`src/rtl/seq_log2_unit.sv`:
```
// seq_log2_unit: multi-cycle integer log2 (ceil or floor) of an unsigned operand.
// The operand is shifted right one bit per clock while a counter tracks the shifts;
// the bit length of the loaded value yields the result. Valid/ready on both sides.
module seq_log2_unit #(
    parameter int unsigned WIDTH = 64,
    parameter int unsigned CW    = 7
) (
    input  logic             clk,
    input  logic             rst,
    input  logic             in_valid,
    output logic             in_ready,
    input  logic [WIDTH-1:0] in_value,
    input  logic             in_mode,
    output logic             out_valid,
    input  logic             out_ready,
    output logic [CW-1:0]    out_log,
    output logic             out_zero
);

    typedef enum logic [1:0] {
        StIdle,
        StRun,
        StDone
    } state_t;

    state_t           r_state;
    state_t           w_state_next;
    logic [WIDTH-1:0] r_tmp;
    logic [CW-1:0]    r_count;
    logic             r_mode;
    logic             r_zero;
    logic [CW-1:0]    r_log;
    logic             r_out_zero;

    logic             w_accept;
    logic [WIDTH-1:0] w_load_tmp;
    logic [CW-1:0]    w_result;

    // Handshake decode; in_ready never looks at in_valid.
    always_comb begin
        in_ready  = (r_state == StIdle) || ((r_state == StDone) && out_ready);
        w_accept  = in_valid && in_ready;
        out_valid = (r_state == StDone);
        out_log   = r_log;
        out_zero  = r_out_zero;
    end

    // Shift register load value; zero bypasses the ceil-mode decrement so it cannot wrap.
    always_comb begin
        w_load_tmp = '0;
        if (in_value != '0) begin
            w_load_tmp = in_mode ? in_value : (in_value - WIDTH'(1));
        end
    end

    // Final result from the shift count: ceil is the bit length of v-1, floor is bit length of v minus one.
    always_comb begin
        w_result = r_count;
        if (r_mode) begin
            w_result = r_zero ? '0 : (r_count - CW'(1));
        end
    end

    // Next-state logic.
    always_comb begin
        w_state_next = r_state;
        unique case (r_state)
            StIdle: begin
                if (w_accept) w_state_next = StRun;
            end
            StRun: begin
                if (r_tmp == '0) w_state_next = StDone;
            end
            StDone: begin
                if (w_accept) begin
                    w_state_next = StRun;
                end else if (out_ready) begin
                    w_state_next = StIdle;
                end
            end
            default: w_state_next = StIdle;
        endcase
    end

    // State register.
    always_ff @(posedge clk) begin
        if (rst) begin
            r_state <= StIdle;
        end else begin
            r_state <= w_state_next;
        end
    end

    // Datapath: load on accept, shift/count while running, latch result on completion.
    always_ff @(posedge clk) begin
        if (rst) begin
            r_tmp      <= '0;
            r_count    <= '0;
            r_mode     <= 1'b0;
            r_zero     <= 1'b0;
            r_log      <= '0;
            r_out_zero <= 1'b0;
        end else if (w_accept) begin
            r_tmp   <= w_load_tmp;
            r_count <= '0;
            r_mode  <= in_mode;
            r_zero  <= (in_value == '0);
        end else if (r_state == StRun) begin
            if (r_tmp != '0) begin
                r_tmp   <= r_tmp >> 1;
                r_count <= r_count + CW'(1);
            end else begin
                r_log      <= w_result;
                r_out_zero <= r_zero;
            end
        end
    end

endmodule

```
`config.mk`:
```
export PLATFORM = sky130hd
export DESIGN_NAME = seq_log2_unit
export DESIGN_NICKNAME = d
export VERILOG_FILES = /design/src/rtl/seq_log2_unit.sv
export SDC_FILE = /design/constraint.sdc
export NUM_CORES = 1
export LEC_CHECK = 0
export BUFFER_PORTS_ARGS = -buffer_cell sky130_fd_sc_hd__buf_2
export CAP_MARGIN = 20
export CORE_MARGIN = 10
export CORE_UTILIZATION = 35
export CTS_CLUSTER_DIAMETER = 40
export DETAILED_ROUTE_END_ITERATION = 7
export SLEW_MARGIN = 20
export SYNTH_ARGS = -nofsm -noshare
export SYNTH_HDL_FRONTEND = slang
export SYNTH_SLANG_ARGS = --single-unit
```
`constraint.sdc`:
```
create_clock -name clk -period 4.25 [get_ports clk]
set_input_delay 0.425 -clock clk [delete_from_list [all_inputs] [get_ports clk]]
set_output_delay 0.425 -clock clk [all_outputs]
set_load 0.005 [all_outputs]
```
==> results.rst <==
.. list-table::
   :header-rows: 1

   * - Metric
     - Value
   * - Run status
     - completed
   * - GP Congestion
     - around 0.9
   * - Clk Latency, worst-skew pair
     - ~330 ps
   * - Area of the multi-input gates
     - 3260 um^2
   * - Initial core utilization
     - 35.6%
   * - Net Count, Synth
     - about 740
   * - Overall via count from detail_route
     - 5300
   * - Crit-path max cell delay
     - about 840 ps
   * - Sink count of the clock tree
     - 83
   * - Endpoints failing hold
     - 0
   * - Vias in the first global route
     - roughly 5100
   * - Critical path startpoint category
     - primary input
   * - Synthesized cell area
     - roughly 5000 um^2
   * - Power per cell area
     - between 300 and 400 nW/um^2
   * - DPL Wire Length
     - about 12 mm
   * - All-Layer GR Usage
     - between 10% and 20%
   * - Setup clock skew after layout
     - 8.26 ps
   * - Pin count of the biggest net entering global routing
     - 63
   * - Worst hold stages
     - 4
   * - Number of synthesis warnings
     - 0
   * - CP cell instances
     - buf_2, or4_4, nor3_2, nand4_1, or4_1, and2_4, nand2_2, o32ai_1
   * - Number of cells upsized or downsized after cts
     - 0
   * - Clock slew at reported path FFs
     - approximately 60 ps
   * - Core area
     - between 10000 and 15000 um^2
   * - Count of buffer and inverter cells on the critical path
     - 1
   * - Sequential standard cell area
     - around 1700 um^2
   * - Unrepaired setup endpoints after global routing
     - false
   * - Critical path peak fanout
     - 30
   * - Most common cell after layout, fill and taps aside
     - sky130_fd_sc_hd__dfxtp_1
   * - Chip Height
     - 141 um
   * - Area Overhead vs Synth
     - 15.7%
   * - Critical Path End Type
     - register
   * - Total power draw
     - 2.04 mW
   * - Total wirelength of the detailed-routed design
     - about 16 mm
   * - Sum of negative setup slack
     - 0 ps
   * - Final Max Slew Viols
     - 0
   * - Share of cells above drive strength 1
     - around 17%
   * - Cell type of the slowest stage on the worst timing path
     - sky130_fd_sc_hd__or4_1
   * - DIE WIDTH
     - approximately 140 um
   * - Primary FF master, synth
     - sky130_fd_sc_hd__dfxtp_1
   * - Longest Clk Path Bufs
     - 2
   * - Cell type group with the largest total delay on the critical path
     - simple AND/OR/NAND/NOR gates
   * - First-pass detailed-route iteration total
     - 5
   * - Number of different library cells in the post-synthesis netlist
     - 56
   * - Fraction of registers with async set or reset after synthesis
     - 0%
   * - I/O Buffers
     - 78
   * - Synthesis-stage register bit count
     - 83
   * - Detailed-route wire length per cell
     - about 18 um
   * - Synthesized area divided by synthesized cell count
     - 7.69 um^2
   * - Number of buffers inserted by hold repair at cts
     - 0
   * - Class of the tightest hold or removal check
     - primary input to register
   * - Proportion of synthesized chip area in sequential cells
     - 32.2%
   * - Number of synthesized flops with an enable pin
     - 0
   * - Final min period
     - about 3200 ps
   * - Number of DRC markers after the initial detailed-route iteration
     - about 570
   * - Deepest level of the CTS H-tree
     - 3
   * - Worst-margin pin slew
     - 984 ps
   * - DRT antenna net count
     - 0
   * - Antenna cells
     - 0
   * - Required @ worst endpoint
     - between 4000 and 5000 ps
   * - Gate count after technology mapping
     - 670
   * - Count of maximum capacitance violations
     - 0
   * - Number of setup buffers added after CTS
     - 0
   * - Data arrival time of the critical path
     - 3390 ps
   * - Number of buffers inserted during clock tree synthesis
     - 9
   * - Final setup viols
     - 0
   * - Filler instances
     - 1455
   * - Peak VDD IR
     - 0.000223 V
   * - Drt via density
     - between 5 and 6
   * - First-pass GRT wire length
     - roughly 26 mm
   * - Cell count along the critical path
     - 8
   * - Relative slew margins
     - between 30% and 40%
   * - Post-detailed-route DRC marker count
     - 0
   * - Library cell used as clock root buffer
     - sky130_fd_sc_hd__clkbuf_16
   * - Max Clk Rate
     - 0.312 GHz
   * - CTS tree
     - done
   * - Net count, final
     - about 800
   * - Commonest cells after routing, fill and taps aside
     - 83 x sky130_fd_sc_hd__dfxtp_1, 79 x sky130_fd_sc_hd__nor2_1, 78 x sky130_fd_sc_hd__buf_2
   * - Number of antenna violations at the first check in global routing
     - 0
   * - Site Rows
     - between 40 and 50
   * - Number of top-level pins
     - 79
   * - Post-layout util
     - 41.2%
   * - Kind of critical path
     - primary input to register
   * - Cells on worst reg2reg path
     - 8
   * - Grt total ovfl
     - 0
   * - Die Outline Area
     - 20000 um^2
   * - Period Utilization, post-route
     - about three quarters
   * - Leakage power
     - ~2.2 nW
synth_stat cells, types with 8 or more instances:
| cell type | n | area (um^2) |
|---|---|---|
| sky130_fd_sc_hd__inv_1 | 13 | 48.8 |
| sky130_fd_sc_hd__nand3_1 | 12 | 60.1 |
| sky130_fd_sc_hd__o21ai_0 | 48 | 240 |
| sky130_fd_sc_hd__nand4_1 | 10 | 62.6 |
| sky130_fd_sc_hd__xnor2_1 | 35 | 307 |
| sky130_fd_sc_hd__o22ai_1 | 8 | 50.1 |
| sky130_fd_sc_hd__a21oi_1 | 37 | 185 |
| sky130_fd_sc_hd__clkbuf_1 | 36 | 135 |
| sky130_fd_sc_hd__nor2_1 | 79 | 297 |
| sky130_fd_sc_hd__dfxtp_1 | 83 | 1660 |
| sky130_fd_sc_hd__xor2_1 | 26 | 228 |
| sky130_fd_sc_hd__nor4_1 | 37 | 231 |
| sky130_fd_sc_hd__a221oi_1 | 16 | 140 |
| sky130_fd_sc_hd__or3_1 | 15 | 93.8 |
| sky130_fd_sc_hd__or4_1 | 9 | 67.6 |
| sky130_fd_sc_hd__a211oi_1 | 35 | 263 |
| sky130_fd_sc_hd__nand2_1 | 59 | 221 |
| sky130_fd_sc_hd__mux2i_1 | 10 | 100 |
| sky130_fd_sc_hd__nor3_1 | 33 | 165 |
state kept, by name (all words and copies together), names as in the netlist:
| register | count |
|---|---|
| r_tmp | 64 |
| r_state | 2 |
| out_log | 7 |
| r_zero | 1 |
| r_count | 7 |
| r_mode | 1 |
| out_zero | 1 |
final timing paths:
| path | startpoint | to | slack [ps] |
|---|---|---|---|
| setup / recovery | in_value[28] | r_tmp[63] | 1050 |
| hold reg to reg | out_zero | out_zero | 470 |
| setup reg to reg | r_tmp[31] | r_tmp[46] | 1300 |
| hold / removal | out_ready | r_state[1] | 370 |
cells by family after synthesis:
kind of cell	count (synthesis)	share of synthesized area [%]
compound gates	165	20.3
mux	12	2.38
fa+ha+maj	3	0.729
buf+inv	58	4.61
xor+xnor	61	10.4
flops	83	32.2
simple gates	288	29.4
per-stage QoR:
step,setup slack (ps),instances,hold slack [ps],instance area (um^2)
floorplan,1660,670,447,5150
global placement,863,896,451,5670
detailed placement,810,896,461,5670
CTS,1130,912,364,5960
global route,973,912,406,5960
finish,1050,912,370,5960
layer usage:
metal  global-route usage, %  up-vias  wire, um
li1                        -     2557         -
met5                       0        -         0
met1                    20.4     2545      7390
met3                    3.14       19       876
met2                    25.6      179      7720
met4                    4.95        0       305
power by group:
part,internal [mW],total [mW],switching [mW]
clock,0.455,0.775,0.319
sequential,0.842,0.896,0.0548
combinational,0.146,0.367,0.221
worst register-to-register path: stages, from the launching register on:
cell and delay, ps:
sky130_fd_sc_hd__dfxtp_1 330, sky130_fd_sc_hd__nor4_1 490, sky130_fd_sc_hd__nand4_1 220, sky130_fd_sc_hd__nor4_1 530, sky130_fd_sc_hd__nand2b_2 590, sky130_fd_sc_hd__buf_4 320, sky130_fd_sc_hd__o21ai_0 90, sky130_fd_sc_hd__o21ai_0 140
sky130_fd_sc_hd__o211a_1 180
area by class of cell:
type,count,area share [%]
well taps,184,3.86
inverters,13,0.818
multi-input cells,529,54.6
clock inverters,6,1.11
clock buffers,10,3.84
repair buffers,87,7.89
flip-flops and latches,83,27.9
No activity file was read; power rests on OpenSTA's default activity.
